[config.mk]
export PLATFORM = sky130hd
export DESIGN_NAME = map_irq_dcnt
export DESIGN_NICKNAME = d
export VERILOG_FILES = /design/src/rtl/map_irq_dcnt.sv
export SDC_FILE = /design/constraint.sdc
export NUM_CORES = 1
export LEC_CHECK = 0
export BUFFER_PORTS_ARGS = -buffer_cell sky130_fd_sc_hd__buf_4
export CORE_AREA = 5 5 73 75
export DETAILED_ROUTE_END_ITERATION = 7
export DIE_AREA = 0 0 78 80
export PLACE_DENSITY = 0.78
export SETUP_SLACK_MARGIN = 0.2
export SYNTH_ARGS = -nofsm -noshare
export SYNTH_HDL_FRONTEND = slang
export SYNTH_SLANG_ARGS = --single-unit
[constraint.sdc]
create_clock -name clk -period 2.3 [get_ports clk]
set_input_delay 0.345 -clock clk [delete_from_list [all_inputs] [get_ports clk]]
set_output_delay 0.345 -clock clk [all_outputs]
set_load 0.01 [all_outputs]
[src/rtl/map_irq_dcnt.sv]
// Down-counting cycle IRQ unit for FCG / LZ93D50-class mappers, with save-state port.
// Optional prescaler on register 5 / save-state index 7 when IRQ_PRESC_EN is defined.
module map_irq_dcnt #(
  parameter int CTR_W      = 16,
  parameter int LATCH_MODE = 1,
  parameter bit RST_ON     = 1'b0
) (
  input  logic       clk,
  input  logic       rst_n,
  input  logic       tick,
  input  logic       reg_we,
  input  logic [2:0] reg_addr,
  input  logic [7:0] reg_di,
  input  logic       ss_we,
  input  logic [2:0] ss_addr,
  input  logic [7:0] ss_di,
  output logic [7:0] ss_do,
  output logic       irq
);

  logic [CTR_W-1:0] ctr, latch;
  logic             pend, irq_on, auto_rl;
  logic [23:0]      ctr_x, lat_x;
  logic [1:0]       rb, ss_lb;
  logic             wr_ctrl, wr_byte, wr_ack, wr_presc, drop, qtick, dec;

`ifdef IRQ_PRESC_EN
  logic [7:0] presc, pcnt;
`endif

  function automatic logic [23:0] set_byte(input logic [23:0] v, input logic [1:0] i,
                                           input logic [7:0] d);
    logic [23:0] r;
    r = v;
    case (i)
      2'd0:    r[7:0]   = d;
      2'd1:    r[15:8]  = d;
      default: r[23:16] = d;
    endcase
    return r;
  endfunction

  function automatic logic [7:0] get_byte(input logic [23:0] v, input logic [1:0] i);
    case (i)
      2'd0:    return v[7:0];
      2'd1:    return v[15:8];
      default: return v[23:16];
    endcase
  endfunction

  // A byte lane exists only if it holds at least one counter bit.
  function automatic logic byte_ok(input logic [1:0] i);
    return (int'(i) * 8) < CTR_W;
  endfunction

  assign ctr_x = 24'(ctr);
  assign lat_x = 24'(latch);
  assign rb    = 2'(reg_addr - 3'd1);
  assign ss_lb = 2'(ss_addr - 3'd3);

  assign wr_ctrl = reg_we && !ss_we && reg_addr == 3'd0;
  assign wr_byte = reg_we && !ss_we && reg_addr >= 3'd1 && reg_addr <= 3'd3 && byte_ok(rb);
  assign wr_ack  = reg_we && !ss_we && reg_addr == 3'd4;
`ifdef IRQ_PRESC_EN
  assign wr_presc = reg_we && !ss_we && reg_addr == 3'd5;
`else
  assign wr_presc = 1'b0;
`endif

  // Writes that touch the counter (or its prescale phase) swallow a coincident tick.
  assign drop  = wr_ctrl || wr_presc || (wr_byte && LATCH_MODE == 0);
  assign qtick = tick && !ss_we && irq_on && !drop;
`ifdef IRQ_PRESC_EN
  assign dec   = qtick && (pcnt == presc);
`else
  assign dec   = qtick;
`endif

  always_ff @(posedge clk or negedge rst_n) begin
    if (!rst_n) begin
      ctr     <= '0;
      latch   <= '0;
      pend    <= 1'b0;
      irq_on  <= RST_ON;
      auto_rl <= 1'b0;
`ifdef IRQ_PRESC_EN
      presc   <= '0;
      pcnt    <= '0;
`endif
    end else if (ss_we) begin
      case (ss_addr)
        3'd0, 3'd1, 3'd2: ctr   <= CTR_W'(set_byte(ctr_x, ss_addr[1:0], ss_di));
        3'd3, 3'd4, 3'd5: latch <= CTR_W'(set_byte(lat_x, ss_lb, ss_di));
        3'd6: {auto_rl, pend, irq_on} <= ss_di[2:0];
        default: begin
`ifdef IRQ_PRESC_EN
          presc <= ss_di;
          pcnt  <= '0;
`endif
        end
      endcase
    end else begin
      if (wr_ctrl) begin
        irq_on  <= reg_di[0];
        auto_rl <= reg_di[1];
        pend    <= 1'b0;
        if (LATCH_MODE != 0) ctr <= latch;
`ifdef IRQ_PRESC_EN
        pcnt    <= '0;
`endif
      end
      if (wr_byte) begin
        if (LATCH_MODE != 0) latch <= CTR_W'(set_byte(lat_x, rb, reg_di));
        else                 ctr   <= CTR_W'(set_byte(ctr_x, rb, reg_di));
      end
      if (wr_ack) pend <= 1'b0;
`ifdef IRQ_PRESC_EN
      if (wr_presc) begin
        presc <= reg_di;
        pcnt  <= '0;
      end
      if (qtick) pcnt <= (pcnt == presc) ? 8'd0 : pcnt + 8'd1;
`endif
      // Placed after the ack so a zero tick in the same cycle leaves pend set.
      if (dec) begin
        if (ctr == '0) begin
          ctr  <= auto_rl ? latch : '1;
          pend <= 1'b1;
        end else begin
          ctr  <= ctr - 1'b1;
        end
      end
    end
  end

  assign irq = pend;

  always_comb begin
    ss_do = 8'h00;
    case (ss_addr)
      3'd0, 3'd1, 3'd2: ss_do = get_byte(ctr_x, ss_addr[1:0]);
      3'd3, 3'd4, 3'd5: ss_do = get_byte(lat_x, ss_lb);
      3'd6:             ss_do = {5'b0, auto_rl, pend, irq_on};
      default: begin
`ifdef IRQ_PRESC_EN
        ss_do = presc;
`else
        ss_do = 8'hFF;
`endif
      end
    endcase
  end

endmodule
# Word level (Yosys, flattened, before mapping)

Index checks and enable logic that the tools add are counted.

Register bits: 35
Output and inout bits: 9
Word-level logic and storage cells: 89

$add $sub $neg: 3
$lt $le $gt $ge: 3
Eq/ne operators: 17
Mux-type cells: 30
Reduce and logical (&&, ||, !) cells: 29

Operators by type and width:

| operator                                                                          | number |
|---|---|
| 16-bit 2-to-1 mux                                                                 | 9 |
| 8-bit 2-to-1 mux                                                                  | 6 |
| 8-bit case mux with 2 select lines                                                | 2 |
| 8-bit case mux with 3 select lines                                                | 1 |
| 16-bit logical NOT                                                                | 1 |
| 16-bit by 1-bit subtractor with 16-bit output (second input constant)             | 1 |
| 2-bit by 1-bit inequality test with 1-bit output (second input constant)          | 7 |
| 3-bit equality test (second input constant)                                       | 4 |
| 1-bit 2-to-1 mux                                                                  | 12 |
| 1-bit logical AND                                                                 | 9 |
| 4-bit AND reduction                                                               | 2 |
| 2-bit nonzero test                                                                | 4 |
| 2-bit by 1-bit equality test with 1-bit output (second input constant)            | 3 |
| 3-bit by 2-bit equality test with 1-bit output (second input constant)            | 2 |
| 2-bit logical NOT                                                                 | 3 |
| 3-bit logical NOT                                                                 | 2 |
| 3-bit AND reduction                                                               | 2 |
| 3-bit OR reduction                                                                | 2 |
| 5-bit less-than comparator (second input constant)                                | 1 |
| 3-bit by 1-bit equality test with 1-bit output (second input constant)            | 1 |
| 3-bit by 1-bit >= comparator with 1-bit output (second input constant)            | 1 |
| 3-bit by 2-bit less-or-equal comparator with 1-bit output (second input constant) | 1 |
| 3-bit nonzero test                                                                | 1 |
| 1-bit logical NOT                                                                 | 2 |
| 3 further kinds                                                                   | 3 |

# Depth between registers and ports, before layout

Gate-level depths: netlist (run 1).

Word-level depth: 8
Gate-level depth with buffers: 9
Depth with buffers taken out: 7

# Worst setup path after synthesis (run 1)

OpenSTA, ideal clock, no wires.

Kind: input-to-reg
From: in reg_addr[0]
To: reg latch[0]
Library setup time: 0.125 ns
Arrival: 1.861 ns
Setup slack: 0.314 ns
Stages: 7
Cells stage by stage: inv_1 > ha_1 > nor4bb_1 > o311a_1 > a22o_1 > clkbuf_1 > mux2_2

Word-level cells in the longest chain between the ends: 6
Elaborated cells on any way between the ends: 11

Ends and longest elaborated chain:

| what                                                               | line | RTL |
|---|---|---|
| start, declared                                                    | 12   | `input logic [2:0] reg_addr,` |
| branches (longest 5 deep; another with 5-bit less-than comparator) | n/a  |  |
| 4-bit AND reduction (no source line) (*)                           | n/a  |  |
| end signal, assigned                                               | 93   | `3'd3, 3'd4, 3'd5: latch <= CTR_W'(set_byte(lat_x, ss_lb, ss_di));` |
| end signal, assigned                                               | 113  | `if (LATCH_MODE != 0) latch <= CTR_W'(set_byte(lat_x, rb, reg_di));` |
| end, declared                                                      | 21   | `logic [CTR_W-1:0] ctr, latch;` |

Every way passes the cells marked *.
A chain may end at the register's enable or synchronous reset.

# Worst setup path after layout (run 1)

From: in ss_addr[0]
To: out ss_do[2]

Word-level cells in the longest chain between the ends: 4
Elaborated cells on any way between the ends: 17

Ends and longest elaborated chain:

| what                                                                                       | line | RTL |
|---|---|---|
| start, declared                                                                            | 15   | `input logic [2:0] ss_addr,` |
| 2-bit subtractor                                                                           | 59   | `assign ss_lb = 2'(ss_addr - 3'd3);` |
| 2-bit by 1-bit equality test with 1-bit output / 2-bit logical NOT (equally long branches) | 44   | `case (i)` |
| 8-bit case mux with 2 select lines                                                         | 44   |  |
| 8-bit case mux with 3 select lines (*)                                                     | 140  | `case (ss_addr)` |
| end, declared                                                                              | 17   | `output logic [7:0] ss_do,` |

Mark *: on every way between the ends. The rest lies on a longest branch, timed or not.

==> results of run 1 <==
==> cells in the final DEF, fill, tap and decap left out, drive strengths merged, types with 2 or more instances in the layout <==
cell | netlist | routed
dfrtp | 35 | 35
nand4b | 2 | 2
nand2b | 3 | 3
clkinv | 0 | 2
a21oi | 10 | 10
o21ai | 28 | 28
nor3 | 4 | 4
inv | 16 | 16
nor2 | 14 | 14
and2 | 3 | 3
nand2 | 32 | 32
nand4 | 3 | 3
ha | 12 | 12
a22oi | 21 | 21
xnor2 | 8 | 8
o22ai | 6 | 6
a221oi | 2 | 2
buf | 5 | 49
a22o | 3 | 3
nor4bb | 2 | 2
o221ai | 15 | 15
o2bb2ai | 2 | 2
nor4 | 4 | 4
clkbuf | 12 | 5
nand3b | 2 | 2
nand3 | 4 | 4
mux2 | 17 | 17
xor2 | 2 | 2
and3b | 2 | 2
a31oi | 4 | 4
==> metal layers <==
metal,GRT usage (%),vias up
li1,-,1142
met1,33.8,1213
met2,38.3,158
met3,6.32,27
met4,9.29,0
met5,0,-
==> worst max-delay path: cells and delay by family <==
family,cells,cell delay [ns]
AND/OR/NAND/NOR,1,0.35
adder cells (fa/ha/maj),1,0.18
AO/OA/AOI/OAI,3,0.47
buffers and inverters,3,0.40
==> worst min-delay path by stage <==
stage / to / slack (ns) / cells after the start
6_report: ctr[10] / -0.003 / 1
5_1_grt: ctr[0] / 0.03 / 1
4_1_cts: ctr[0] / 0.01 / 1
3_5_place_dp: ctr[8] / 0.33 / 1
3_3_place_gp: ctr[9] / 0.32 / 1
2_1_floorplan: auto_rl / 0.05 / 0
==> power breakdown <==
part	internal [mW]	switching, mW	total [mW]
sequential	0.787	0.252	1.04
combinational	0.375	0.373	0.748
clock	0.323	0.241	0.563
==> cell type report <==
| class | count | area [sq um] | share of cell area [%] |
|---|---|---|---|
| clock buffers | 5 | 68.8 | 2.28 |
| multi-input cells | 216 | 1540 | 50.9 |
| inverters | 16 | 60.1 | 1.99 |
| flip-flops and latches | 35 | 876 | 29.0 |
| well taps | 54 | 67.6 | 2.24 |
| repair buffers | 49 | 368 | 12.2 |
| clock inverters | 3 | 43.8 | 1.45 |
==> cell families after synthesis <==
kind of cell               count (synthesis)  synth area share (%)
DFF                                       35                  34.6
adders and majority gates                 12                  5.93
buffers and inverters                     33                  5.43
xor gates and xnor gates                  10                  3.46
and+or+nand+nor                           79                  16.4
muxes                                     17                  7.56
AOI/OAI and AO/OA                         98                  26.6
==> sequential cells by signal (all words and copies together), names as in the netlist <==
signal and count:
ctr 16, irq_on 1, auto_rl 1, latch 16, irq 1
==> impl_results.md, run 1 <==
* Status: finished, violations left
* Failing checks: negative hold slack
* H-tree Lvls at 2
* Filler Cells Inserted at 378
* Sequential share of the synthesized area at 34.6%
* Final hold vios at 9
* Flop-to-flop setup slack at 0.36 ns
* Initial antenna violation count at 0
* Hold WS at -0.00270 ns
* Crit-path max cell delay at 0.35 ns
* Syn Nets at 323
* Worst skew pair latency at 0.29 ns
* Worst-path clk slew at 0.08 ns
* Maximum VDD drop at 488 uV
* DIE HEIGHT at 80 um
* DR vias/cell at 6.72
* Post-layout nets at 362
* Slew Viols, Final at 0
* Post-layout min period at 2.09 ns
* Slowest-stage cell, CP: or2_2
* Worst Reg2Reg Path Length in Cells at 5
* Die Width at 78 um
* Residual DRC count at 0
* Maxcap violations at 0
* Count leader, synth: dfrtp_1
* PD cells at 778 nW/um^2
* Post-synth top area share at 34.6%
* Number of synthesized flops with an enable pin at 0
* P&R area growth vs syn at 19.3%
* Overflow after GRT at 0
* DPL Wire Length at 5790 um
* Post-synth ARST share at 100%
* Met2 WL at 3590 um
* DRT iter0 DRCs at 278
* Reg-to-Reg End: ctr[7]
* Root Buffer: clkbuf_8
* Clock sinks at 35
* Layout cells sized above 1 at 26.2%
* Initial DRT Pass Iterations at 7
* M1 WL at 3140 um
* CTS max path bufs at 2
* Worst Hold Class: input port to async pin
* Dpl cells at 370
* Post-route ant nets at 0
* Register bit total from synthesis at 35
* Setup TNS at 0 ns
* Fin util at 65.7%
* Critical path origin: ss_addr[0]
* Worst-margin pin slew at 0.533 ns
* Cells after synthesis at 284
* # hold bufs at CTS at 0
* Crit start category: input port
* Setup CP Type: input port to output port
* Yosys warnings at 0
* Commonest cells post-synth: dfrtp_1 (35), nand2_1 (32), o21ai_0 (27), a22oi_1 (21), mux2_2 (17)
* GRT Overall Usage at 24.9%
* Io pins at 36
* Worst-path maximum fanout at 8
* Final Skew at 0.00623 ns
* Port bufs at 35
* Met3 WL at 713 um
* Fin area at 3020 sq um
* Wire per inst at 20.2 um
* Core Area at 4600 sq um
* Diode count at 0
* Critical Path Sink: ss_do[2]
* Total wire length at 7620 um
* CP Cell Sequence: buf_4, inv_1, ha_1, o21ai_0, o21a_1, or2_2, o21ai_0, buf_4
* Largest net degree at the start of global routing at 36
* Max Freq at 477 MHz
* Worst setup margin at 0.206 ns
* Syn_area_per_cell at 8.92 sq um
* CP Capture Type: output port
* DP Worst Slack at 0.0945 ns
* Req. time, crit path at 1.96 ns
* Row cnt at 25
* Top cell type by total area after synthesis: dfrtp_1
* Final Cycle Share at 91.1%
* Setup Fix Bufs, Post-CTS at 0
* Starting density of the core at 55.1%
* Top Metal Used: met4
* Predominant post-synthesis flop cell: dfrtp_1
* Number of global-route vias before repair at 2469
* Endpoints failing setup at 0
* Top cells by area, synth: dfrtp_1 (35%), mux2_2 (7.6%), a22oi_1 (6.2%)
* GPL Wtd Cong at 0.902
* Via count at 2540
* LEAKAGE at 1.31 nW
* Synthesized area at 2530 sq um
* Die ar. at 6240 sq um
* Non-filler instance count after layout at 378
* FF-to-FF Start: ctr[10]
* # resized after CTS at 1
* Max-Slew Margin vs Limit at 64.4%
* RSZ-0062 raised after global routing: yes
* Netlist cell types at 48
* Design Power at 2.35 mW
* CTS tree: built
* Post-Place Cell Area at 2890 sq um
* Wire length of the first global-routing pass at 12300 um
* WP data arrival at 1.75 ns
* CTS Buf Count at 5
Note: power is estimated with default switching activity, not from simulation.
==> run 2: changes to the inputs <==
==> constraint.sdc (replaced) <==
create_clock -name clk -period 2.3 [get_ports clk]
set_input_delay 0.575 -clock clk [delete_from_list [all_inputs] [get_ports clk]]
set_output_delay 0.575 -clock clk [all_outputs]
set_load 0.01 [all_outputs]
==> run 2 against run 1 <==
Against the previous run:
- the flow now finishes without violations
- non-clock buffer count is 11 higher
- cell area is 9.8% higher
- sequential cell count is the same
- utilization increased by 6.4 points
- sequential power is essentially flat
- power hardly changed
- largest cell class unchanged
- highest routed layer unchanged
==> impl_results.md, run 2 (synthesis gave the netlist of run 1 again) <==
* Die Width at 78 um
* Req. time, crit path at 1.73 ns
* Grt met3 use at 5.08%
* Clock sinks at 35
* Commonest non-fill, non-tap cell in the layout: buf_4
* Diode count at 0
* Post-layout min period at 2.28 ns
* GPL Wtd Cong at 0.964
* Design Power at 2.35 mW
* Worst Hold Class: input port to async pin
* P&R area growth vs syn at 31.0%
* DIE HEIGHT at 80 um
* Critical path origin: ss_addr[1]
* Max Freq at 439 MHz
* Via count at 2589
* Status: completed
* LEAKAGE at 1.39 nW
* PD cells at 708 nW/um^2
* Die ar. at 6240 sq um
* Endpoints failing setup at 0
* GRT Overall Usage at 25.7%
* Final hold vios at 0
* CTS max path bufs at 2
* GRT met2 Usage at 41.0%
* Fin util at 72.1%
* GR Layer Usage met1 at 35.2%
* Hold WS at 0.216 ns
* Largest net degree at the start of global routing at 36
* Fin area at 3320 sq um
* WP data arrival at 1.70 ns
* GRT busiest layer: met2
* Setup CP Type: input port to output port
* Initial antenna violation count at 0
* Worst Reg2Reg Path Length in Cells at 8
* Io pins at 36
* Root Buffer: clkbuf_8
* Worst-path clk slew at 0.08 ns
* Regs by FF count: ctr x16, latch x16
* Maxcap violations at 0
* Residual DRC count at 0
* H-tree Lvls at 2
* Flop-to-flop setup slack at 0.30 ns
* FF-to-FF Start: ctr[0]
* DRT iter0 DRCs at 381
* Number of global-route vias before repair at 2397
* Worst-margin pin slew at 0.517 ns
* Overflow after GRT at 0
* # hold bufs at CTS at 0
* DPL Wire Length at 5960 um
* Post-Place Cell Area at 3110 sq um
* Crit start category: input port
* Total wire length at 7970 um
* Wire per inst at 20.5 um
* Wire length of the first global-routing pass at 12500 um
* CP Capture Type: output port
* CTS Buf Count at 5
* RSZ-0062 raised after global routing: yes
* Layout cells sized above 1 at 35.2%
* Setup TNS at 0 ns
* Maximum VDD drop at 640 uV
* Reg-to-Reg End: ctr[5]
* Most frequent cells in the layout: buf_4 (52), dfrtp_1 (35), nand2_1 (32)
* Initial DRT Pass Iterations at 5
* DR vias/cell at 6.66
* Slew Viols, Final at 0
* Worst skew pair latency at 0.29 ns
* Starting density of the core at 55.1%
* Post-route ant nets at 0
* Port bufs at 35
* Core Area at 4600 sq um
* Final Cycle Share at 99.0%
* Post-layout nets at 373
* CTS tree: built
* Final Skew at 0.0101 ns
* Worst-path maximum fanout at 8
* Critical Path Sink: ss_do[5]
* Row cnt at 25
* Max-Slew Margin vs Limit at 65.2%
## run 2: cell types whose count changed in the layout (fill, tap and decap cells not counted), sizes merged
| cell | delta |
|---|---|
| buf | +11 |
| bufinv | -1 |
| clkinv | -2 |
| clkinvlp | +2 |
| inv | +1 |
## run 2: area by class of cell
cell class	instances	area [sq um]
sequential	35	876
tap	54	67.6
fill	340	1280
clock inverter	3	23.8
clock buffer	5	68.8
timing repair buffer	60	533
multi-input combinational	216	1670
inverter	16	75.1
## run 2: timing repair
action / in CTS / in global routing
resized for setup: 13 / 16
endpoints found under the setup margin: 8 / 10
pin swaps: 9 / 8
buffers inserted: 1 / 0
## run 2: critical path, cell delays in order
cell and delay, ns:
buf_12 0.11, inv_8 0.06, ha_4 0.14, o21ai_1 0.06, o21a_1 0.12, or2_4 0.31
o221ai_2 0.16, buf_4 0.15
## run 2: through the flow
step | worst slack [ns] | cells
final | 0.0235 | 389
after global routing | -0.0319 | 389
after CTS | -0.0114 | 389
after detailed placement | -0.0609 | 380
after global placement | -0.0370 | 380
after floorplan | 0.203 | 284
## run 2: power breakdown
| group | total [mW] | switching [mW] | internal (mW) |
|---|---|---|---|
| logic | 0.854 | 0.421 | 0.433 |
| clock network | 0.462 | 0.246 | 0.216 |
| registers | 1.03 | 0.245 | 0.787 |
| total | 2.35 | 0.912 | 1.44 |
## run 2: layer usage
layer / up-vias / wire length, um / part of all wire [%]
met1: 1219 / 3080 / 39
met2: 170 / 3820 / 48
met3: 27 / 884 / 11
met4: 0 / 187 / 2.3
li1: 1173 / - / -
met5: - / 0 / 0
## run 2: how the worst min path moves through the flow
stage	start	depth (start not counted)	endpoint	slack (ns)
4_1_cts	rst_n	1	ctr[9]	0.25
3_5_place_dp	latch[13]	1	latch[13]	0.53
2_1_floorplan	rst_n	0	auto_rl	0.28
5_1_grt	rst_n	1	auto_rl	0.25
6_report	rst_n	1	auto_rl	0.22
3_3_place_gp	latch[1]	1	latch[1]	0.53
